==> config.mk <==
export PLATFORM = sky130hd
export DESIGN_NAME = freq_meter
export DESIGN_NICKNAME = d
export VERILOG_FILES = /design/src/rtl/freq_meter_pkg.sv /design/src/rtl/sync_rise_det.sv /design/src/rtl/freq_meter.sv
export SDC_FILE = /design/constraint.sdc
export NUM_CORES = 1
export LEC_CHECK = 0
export ABC_AREA = 1
export BUFFER_PORTS_ARGS = -buffer_cell sky130_fd_sc_hd__buf_2
export CAP_MARGIN = 20
export CORE_AREA = 3 3 74 62
export DETAILED_ROUTE_END_ITERATION = 7
export DIE_AREA = 0 0 77 65
export PLACE_DENSITY = 0.86
export SLEW_MARGIN = 40
export SYNTH_ARGS = -nofsm -noshare
export SYNTH_HDL_FRONTEND = slang
export SYNTH_HIERARCHICAL = 1
export SYNTH_SLANG_ARGS = --single-unit
==> constraint.sdc <==
create_clock -name clk_i -period 2.2 [get_ports clk_i]
set_clock_uncertainty 0.15 [all_clocks]
set_input_delay 0.44 -clock clk_i [delete_from_list [all_inputs] [get_ports clk_i]]
set_output_delay 0.44 -clock clk_i [all_outputs]
set_load 0.02 [all_outputs]
==> src/rtl/freq_meter_pkg.sv <==
// Shared types and width helpers for the freq_meter period measurement block.
package freq_meter_pkg;

  typedef enum logic [1:0] {
    IDLE    = 2'd0,
    ARM     = 2'd1,
    MEASURE = 2'd2
  } fm_state_e;

  // Accumulator must hold the sum of 2**avg_log2 periods of up to cnt_width bits each.
  function automatic int fm_acc_width(input int cnt_width, input int avg_log2);
    return cnt_width + avg_log2;
  endfunction

endpackage

==> src/rtl/sync_rise_det.sv <==
// Multi-flop synchronizer for an asynchronous input followed by a registered
// rising-edge pulse. Latency from a sig_i edge to rise_o is STAGES+1 cycles.
module sync_rise_det #(
  parameter int STAGES = 2
) (
  input  logic clk_i,
  input  logic rst_n,
  input  logic sig_i,
  output logic rise_o
);

  logic [STAGES-1:0] sync_q;
  logic              sync_dly_q;
  logic              rise_q;

  // Shift sig_i through the synchronizer, then compare against the delayed copy.
  // NOTE: non-blocking assignments make every flop sample the pre-edge value of its neighbour.
  always_ff @(posedge clk_i or negedge rst_n) begin
    if (!rst_n) begin
      sync_q     <= '0;
      sync_dly_q <= 1'b0;
      rise_q     <= 1'b0;
    end else begin
      sync_q     <= {sync_q[STAGES-2:0], sig_i};
      sync_dly_q <= sync_q[STAGES-1];
      rise_q     <= sync_q[STAGES-1] & ~sync_dly_q;
    end
  end

  assign rise_o = rise_q;

endmodule

==> src/rtl/freq_meter.sv <==
// Measures the period of an asynchronous signal in clk_i cycles, averaged over
// 2**AVG_LOG2 consecutive periods. Windows run back-to-back while enable is high.
module freq_meter
  import freq_meter_pkg::*;
#(
  parameter int CNT_WIDTH   = 16,
  parameter int AVG_LOG2    = 2,
  parameter int SYNC_STAGES = 2
) (
  input  logic                 clk_i,
  input  logic                 rst_n,
  input  logic                 sig_i,
  input  logic                 enable,
  output logic [CNT_WIDTH-1:0] period_o,
  output logic                 valid_o,
  output logic                 timeout_o,
  output logic                 busy_o
);

  localparam int ACC_W = fm_acc_width(CNT_WIDTH, AVG_LOG2);
  localparam int EC_W  = (AVG_LOG2 > 0) ? AVG_LOG2 : 1;
  localparam logic [EC_W-1:0] EC_LAST = EC_W'((1 << AVG_LOG2) - 1);

  fm_state_e            state_q, state_d;
  logic [ACC_W-1:0]     acc_q, acc_d;
  logic [EC_W-1:0]      edge_cnt_q, edge_cnt_d;
  logic [CNT_WIDTH-1:0] period_q, period_d;
  logic                 valid_q, valid_d;
  logic                 timeout_q, timeout_d;

  logic                 rise;
  logic                 closing;
  logic [ACC_W:0]       acc_inc;
  logic [ACC_W:0]       avg_full;
  logic [CNT_WIDTH-1:0] avg_sat;

  sync_rise_det #(
    .STAGES (SYNC_STAGES)
  ) u_sync_rise_det (
    .clk_i  (clk_i),
    .rst_n  (rst_n),
    .sig_i  (sig_i),
    .rise_o (rise)
  );

  // Window total including the closing cycle, computed one bit wider so a
  // closing edge on an all-ones accumulator does not wrap; saturate on overflow.
  assign acc_inc  = {1'b0, acc_q} + (ACC_W+1)'(1);
  assign avg_full = acc_inc >> AVG_LOG2;
  assign avg_sat  = (|avg_full[ACC_W:CNT_WIDTH]) ? '1 : avg_full[CNT_WIDTH-1:0];
  assign closing  = rise && (edge_cnt_q == EC_LAST);

  // Next-state and datapath control; closing edge outranks timeout, enable=0 forces IDLE.
  // NOTE: every target gets a default first so no path leaves a variable unassigned (no latches).
  always_comb begin
    state_d    = state_q;
    acc_d      = acc_q;
    edge_cnt_d = edge_cnt_q;
    period_d   = period_q;
    valid_d    = 1'b0;
    timeout_d  = timeout_q;
    unique case (state_q)
      IDLE: begin
        if (enable) begin
          state_d   = ARM;
          timeout_d = 1'b0;
        end
      end
      ARM: begin
        if (!enable) begin
          state_d = IDLE;
        end else if (rise) begin
          acc_d      = '0;
          edge_cnt_d = '0;
          state_d    = MEASURE;
        end
      end
      MEASURE: begin
        acc_d = acc_q + ACC_W'(1);
        if (closing) begin
          period_d   = avg_sat;
          valid_d    = 1'b1;
          acc_d      = '0;
          edge_cnt_d = '0;
          timeout_d  = 1'b0;
        end else begin
          if (rise) edge_cnt_d = edge_cnt_q + EC_W'(1);
          if (&acc_q) begin
            timeout_d = 1'b1;
            state_d   = ARM;
          end
        end
        if (!enable) state_d = IDLE;
      end
      default: state_d = IDLE;
    endcase
  end

  // State, accumulator and output registers.
  always_ff @(posedge clk_i or negedge rst_n) begin
    if (!rst_n) begin
      state_q    <= IDLE;
      acc_q      <= '0;
      edge_cnt_q <= '0;
      period_q   <= '0;
      valid_q    <= 1'b0;
      timeout_q  <= 1'b0;
    end else begin
      state_q    <= state_d;
      acc_q      <= acc_d;
      edge_cnt_q <= edge_cnt_d;
      period_q   <= period_d;
      valid_q    <= valid_d;
      timeout_q  <= timeout_d;
    end
  end

  assign period_o  = period_q;
  assign valid_o   = valid_q;
  assign timeout_o = timeout_q;
  assign busy_o    = (state_q != IDLE);

endmodule

==> results by group, run 1 <==
Detailed routing
  • Routed WL per cell: roughly 12 um
  • Drt via density: approximately 5.0
  • Final ANT Viol Nets: 0
  • DRT Wirelength: 4270 um
  • 1st-iter DRT viols: 151
  • Vias: 1785
  • # DRC: 0
  • TritonRoute pass-1 iters: 5

Global routing
  • First-pass GRT wire length: about 8000 um
  • Global route overflow: 0
  • All-Layer GR Usage: between 20% and 30%
  • Initial antenna violation count: 0
  • Largest net degree at the start of global routing: 45
  • Vias in the first global route: 1782

Timing
  • Final hold violations: 0
  • TNS Setup: 0 ns
  • Minimum clock period: between 1.5 and 2 ns
  • Setup Viol. Count Final: 0
  • Worst slew pin tran: roughly 0.55 ns
  • RSZ-0062 raised after global routing: false
  • Max Freq: around 0.55 GHz
  • Slew HR: 63.2%
  • Tcrit/Tclk final: between 80% and 90%
  • Slew Limit Fails: 0

Logic synthesis
  • Top FF cell, synth: dfrtp_1
  • Post-synth EDFFs: 0
  • Ys async rst share: 100%
  • Synthesized area: approximately 0.0022 sq mm
  • Sequential cell area fraction in the yosys report: 49.1%
  • Cell taking the most area after synthesis: dfrtp_1
  • Yosys cell types: 30
  • Synth top area cells: dfrtp_1 (49%), nand2_1 (11%), nor2_1 (7.4%)
  • Post-synth top cells: nand2_1 (68), dfrtp_1 (44), nor2_1 (44), inv_1 (25), o21ai_0 (16)
  • Count leader, synth: nand2_1
  • Mapped Cells: 272
  • Post-Syn Nets: about 280
  • Yosys top cell area share: roughly 49%
  • Yosys warns: 6
  • Avg Cell Area, Syn: a little over 8 sq um
  • Synth Register Bits: between 40 and 50

Worst setup path
  • CP Launch Type: flip-flop
  • Worst path max stage delay: approximately 0.40 ns
  • CP arrival: 1.86 ns
  • Delay-heaviest family, CP: simple AND/OR/NAND/NOR gates
  • Slowest CP cell: dfrtp_1
  • CP cell instances: ha_1, nand2_1, inv_2, nand2_1, clkinv_2, or2_2, nand2_1, inv_1
  • Most used cell, CP: nand2_1
  • Critical Path RT: 2.25 ns
  • Max FO, Critical Path: 18
  • Crit. End Element: flip-flop
  • Worst path bufs/invs: 3
  • Critical path class: reg2reg

Floorplanning
  • Initial Util: between 50% and 60%
  • Die height: 65 um
  • Core area: between 0.003 and 0.004 sq mm
  • Num rows: 20
  • Die ar.: about 0.005 sq mm
  • Chip width: between 70 and 80 um
  • Ports: 23

Power and ir drop
  • Pwr per Cell Area: 1130 mW/mm^2
  • P_sw: about 1.1 mW
  • Clock share of power: 17.1%
  • Total Power: approximately 2.8 mW
  • Switching share of power: 40.3%
  • Lkg Pwr: roughly 1.3 nW
  • Sequential power share: a little under half
  • Logic pwr share: 35.2%
  • Max IR drop VDD: about 0.00056 V
  • Int Power: 1.69 mW

Clock network
  • TritonCTS clock tree: done
  • CTS Root Buffer Type: clkbuf_8
  • Clock transition at the registers of the reported paths: around 0.080 ns
  • Cts hold-fix bufs: 0
  • Clock Path Buffers: 2
  • CTS Buf Count: 5
  • # clock sinks: between 40 and 50
  • H-tree Lvls: 2
  • Post-CTS Setup Inserts: 0
  • Worst skew pair latency: about 0.30 ns
  • Post-CTS sizing: 0

Layout
  • Fraction of layout cells with a size suffix above 1: 22.3%
  • Synth-to-Final Area Change: 11.5%
  • Nets: 306
  • Diodes inserted: 0
  • Fill cells: roughly 320
  • Final core area utilization: between 60% and 70%
  • Post-route cell area: between 0.002 and 0.003 sq mm

Flow run
  • Max cap viols: 0

Place
  • Dpl hpwl: roughly 3000 um
  • Number of I/O port buffers: 22
  • Placed Area: around 0.0024 sq mm
  • GP Congestion: ~0.93

Hold path
  • HP Class: in2async

Run status
  • Status: completed
## cell families after synthesis
group                    count (synthesis)  share of synthesized area, %
AND/OR/NAND/NOR                        149                          31.5
flip-flops                              44                          49.1
buffers and inverters                   36                          6.58
AO/OA/AOI/OAI                           34                          9.04
XOR/XNOR                                 7                          2.73
adder cells (fa/ha/maj)                  2                          1.12
## cell usage in the layout (no fill, tap or decap), types with 6 or more instances in the layout
cell	count
inv_1	25
o21ai_0	16
nand3_1	10
inv_2	6
nand2_2	7
dfrtp_1	44
nand2_1	68
buf_2	22
nor2_1	44
xor2_1	7
## power groups by stage
stage	clock network [mW]	registers, mW	logic (mW)
global placement	0	1.35	0.973
floorplan	0	1.47	0.594
detailed placement	0	1.36	1.00
global route	0.538	1.39	1.13
finish	0.485	1.35	0.997
CTS	0.505	1.35	1.01
## area by class of cell
cell class	instances	area, sq um	share of cell area, %
well taps	55	68.8	2.75
multi-input cells	192	995	39.8
flip-flops and latches	44	1100	44.0
clock buffers	5	68.8	2.75
clock inverters	2	12.5	0.500
repair buffers	24	125	5.00
inverters	33	130	5.20
## path summary, 6_finish.rpt
path / startpoint / end / slack (ns) / cells after the start
worst min-delay path: rst_n / state_q[0] / 0.05 / 2
worst max register to register: edge_cnt_q[0] / period_o[2] / 0.39 / 8
min in group clk_i: sig_i / u_sync_rise_det/sync_q[0] / 0.09 / 1
worst max-delay path: edge_cnt_q[0] / period_o[2] / 0.39 / 8
max in group asynchronous: rst_n / acc_q[1] / 1.46 / 2
worst min register to register: u_sync_rise_det/sync_q[0] / u_sync_rise_det/sync_q[1] / 0.20 / 0
## registers in the layout, indices dropped and copies added (netlist names)
register / count
edge_cnt_q: 2
u_sync_rise_det/sync_dly_q: 1
state_q: 2
acc_q: 18
valid_o: 1
u_sync_rise_det/rise_o: 1
period_o: 16
u_sync_rise_det/sync_q: 2
timeout_o: 1
## per-layer routing
layer | global-route usage [%] | vias to the layer above | share of wire [%]
met4 | 6.89 | 0 | 1.4
met5 | 0 | - | 0
met2 | 32.5 | 39 | 44
li1 | - | 915 | -
met1 | 26.9 | 826 | 48
met3 | 6.39 | 5 | 6.4
## stage by stage
step / hold WS, ns / instances / setup slack (ns)
after CTS: 0.0705 / 355 / 0.353
after floorplan: -0.00559 / 272 / 0.676
final: 0.0471 / 355 / 0.393
after global placement: 0.182 / 348 / 0.427
after global routing: 0.0642 / 355 / 0.238
after detailed placement: 0.187 / 348 / 0.370
## worst register-to-register path, stage by stage (launching register included)
cell,delay [ns]
dfrtp_1,0.40
ha_1,0.21
nand2_1,0.10
inv_2,0.05
nand2_1,0.08
clkinv_2,0.24
or2_2,0.37
nand2_1,0.07
inv_1,0.04
Power figures use the tool's default switching activity.
==> run 2, diff against run 1 <==
--- a/config.mk
+++ b/config.mk
@@ -8,10 +8,10 @@
 export ABC_AREA = 1
 export BUFFER_PORTS_ARGS = -buffer_cell sky130_fd_sc_hd__buf_2
 export CAP_MARGIN = 20
-export CORE_AREA = 3 3 74 62
+export CORE_AREA = 3 3 78 65
 export DETAILED_ROUTE_END_ITERATION = 7
-export DIE_AREA = 0 0 77 65
-export PLACE_DENSITY = 0.86
+export DIE_AREA = 0 0 81 68
+export PLACE_DENSITY = 0.82
 export SLEW_MARGIN = 40
 export SYNTH_ARGS = -nofsm -noshare
 export SYNTH_HDL_FRONTEND = slang
==> constraint.sdc (replaced) <==
create_clock -name clk_i -period 1.6 [get_ports clk_i]
set_clock_uncertainty 0.15 [all_clocks]
set_input_delay 0.32 -clock clk_i [delete_from_list [all_inputs] [get_ports clk_i]]
set_output_delay 0.32 -clock clk_i [all_outputs]
set_load 0.02 [all_outputs]
==> run 2 against run 1 <==
The flow now finishes with violations (negative setup slack). First-iteration DRC count is 43% lower. Total power is 48% higher. Critical path depth is 2 higher. Largest power group unchanged. Sequential power up 39%.
==> results by group, run 2 (synthesis results as in run 1) <==
Layout
  • Post-route cell area: 0.00279 sq mm (+12%)
  • Fill cells: 358 (+11%)
  • Area of the multi-input gates: 0.00109 sq mm (+9.3%)
  • Nets: 325 (+6.2%)
  • Diodes inserted: 0 (unchanged)
  • Max reg flops: 18 (unchanged)
  • Final core area utilization: 65.6% (+0.25 points)
  • Sequential cell area: 0.00110 sq mm (+0.11%)
  • Commonest non-fill, non-tap cell in the layout: nand2_1
  • Synth-to-Final Area Change: 24.4%
  • Largest Register: acc_q
  • Fraction of layout cells with a size suffix above 1: 32.5% (+10 points)
  • Most frequent cells in the layout: nand2_1 (61), dfrtp_1 (43), nor2_1 (41), inv_1 (25), buf_2 (22)

Global routing
  • First-pass GRT wire length: 7610 um (-5.2%)
  • Global route overflow: 0 (unchanged)
  • Largest net degree at the start of global routing: 29 (-36%)
  • All-Layer GR Usage: 18.2% (-2.3 points)
  • Vias in the first global route: 1681 (-5.7%)
  • Initial antenna violation count: 0 (unchanged)

Clock network
  • H-tree Lvls: 2 (unchanged)
  • CTS Buf Count: 5 (unchanged)
  • Worst skew pair latency: 0.30 ns (about the same)
  • # clock sinks: 44 (unchanged)
  • CTS Root Buffer Type: clkbuf_8
  • Clock Path Buffers: 2 (unchanged)
  • Clock transition at the registers of the reported paths: 0.09 ns (about the same)
  • TritonCTS clock tree: done

Floorplanning
  • Chip width: 81 um (+5.2%)
  • Initial Util: 52.7% (-5.9 points)
  • Num rows: 21 (+5.0%)
  • Core area: 0.00426 sq mm (+11%)
  • Die ar.: 0.00551 sq mm (+10%)
  • Die height: 68 um (+4.6%)
  • Ports: 23 (unchanged)

Detailed routing
  • Final ANT Viol Nets: 0 (unchanged)
  • Vias: 1907 (+6.8%)
  • DRT Wirelength: 4950 um (+16%)
  • Routed WL per cell: 13.1 um (+9.0%)
  • 1st-iter DRT viols: 86 (-43%)
  • Drt via density: 5.06 (+0.60%)
  • TritonRoute pass-1 iters: 4 (-1)
  • # DRC: 0 (unchanged)

Worst setup path
  • Critical Path RT: 1.69 ns (-0.56 ns)
  • CP arrival: 1.74 ns (-0.12 ns)
  • Max FO, Critical Path: 6 (-12)
  • Crit. End Element: flip-flop
  • Reg-to-reg setup timing slack: -0.05 ns (-0.44 ns)
  • CP Launch Type: flip-flop
  • Critical path class: reg2reg

Timing
  • Final setup margin: -0.0493 ns (-0.442 ns)
  • Slew Limit Fails: 0 (unchanged)
  • Slew HR: 74.1% (+11 points)
  • Minimum clock period: 1.65 ns (-0.158 ns)
  • Tcrit/Tclk final: 103% (+21 points)
  • Max Freq: 0.606 GHz (+9.6%)
  • Setup Viol. Count Final: 12 (+12)
  • Worst slew pin tran: 0.389 ns (-0.162 ns)
  • RSZ-0062 raised after global routing: true
  • Final hold violations: 0 (unchanged)

Run status
  • Status: finished, violations left
  • Failing checks: negative setup slack

Flow run
  • Max cap viols: 0 (unchanged)

Power and ir drop
  • Pwr per Cell Area: 1500 mW/mm^2 (+33%)
  • Lkg Pwr: 1.43 nW (+10%)
  • Max IR drop VDD: 0.00102 V (+84%)

Place
  • Dpl hpwl: 3330 um (+9.2%)
  • Number of I/O port buffers: 22 (unchanged)
  • Placed Area: 0.00252 sq mm (+4.2%)
  • GP Congestion: 0.885 (-4.4%)

Hold path
  • HP Class: reg2reg
==> run 2: cell types whose count changed in the layout (fill, tap and decap cells not counted), moves of 4 or more <==
cell,change
nand2_1,-7
buf_4,+14
o21ai_2,+4
nand2_2,+6
o21ai_0,-5
==> run 2: metrics by stage <==
stage | setup slack [ns] | setup TNS (ns) | instances | hold WS [ns] | power [mW]
global placement | -0.00907 | -0.0235 | 360 | 0.116 | 3.31
floorplan | 0.0763 | 0 | 272 | -0.126 | 2.84
CTS | -0.00827 | -0.0218 | 372 | 0.205 | 4.08
finish | -0.0493 | -0.336 | 377 | 0.202 | 4.20
detailed placement | -0.0511 | -0.306 | 360 | 0.115 | 3.34
global route | -0.135 | -2.23 | 377 | 0.223 | 4.50
==> run 2: cell type report <==
class                           count  area share (%)
Sequential cell                    44            39.5
Tap cell                           57            2.55
Clock buffer                        8            3.23
Multi-Input combinational cell    192            39.0
Timing Repair Buffer               43            10.8
Inverter                           33            4.98
==> run 2: worst paths after layout <==
path | start | end | cells past startpoint
min in group asynchronous | rst_n | period_o[10] | 2
max in group asynchronous | rst_n | acc_q[9] | 3
max | acc_q[1] | state_q[0] | 10
max reg2reg | acc_q[1] | state_q[0] | 10
min | u_sync_rise_det/sync_q[0] | u_sync_rise_det/sync_q[1] | 0
min reg2reg | u_sync_rise_det/sync_q[0] | u_sync_rise_det/sync_q[1] | 0
==> run 2: worst max-delay path: stages, from the launching register on <==
cell and delay (ns):
dfrtp_1 0.38, ha_2 0.20, nand2_2 0.09, nor2_4 0.14, nand2_4 0.11, nor2_8 0.11
buf_4 0.13, nand3_1 0.08, nand2_1 0.09, nand3_1 0.07, nand2_1 0.06
==> run 2: routing by layer <==
| layer | part of all wire, % | up-vias | wire length (um) | global-route usage (%) |
|---|---|---|---|---|
| met5 | 0 | - | 0 | 0 |
| met4 | 0.73 | 0 | 36 | 5.70 |
| met3 | 6.8 | 5 | 334 | 3.95 |
| met2 | 47 | 63 | 2310 | 28.4 |
| met1 | 46 | 892 | 2270 | 25.5 |
| li1 | - | 947 | - | - |
==> run 2: where the power goes <==
part | internal (mW) | switching, mW
clock network | 0.352 | 0.359
registers | 1.52 | 0.352
logic | 0.653 | 0.962
==> run 2: repair_timing <==
| item | CTS | global route |
|---|---|---|
| endpoints found under the hold margin | 17 | 0 |
| pin swaps | 1 | 3 |
| endpoints found under the setup margin | 13 | 36 |
| hold buffers | 2 | 0 |
| buffers inserted | 2 | 4 |
| cloned | 0 | 1 |
| resized for setup | 4 | 32 |
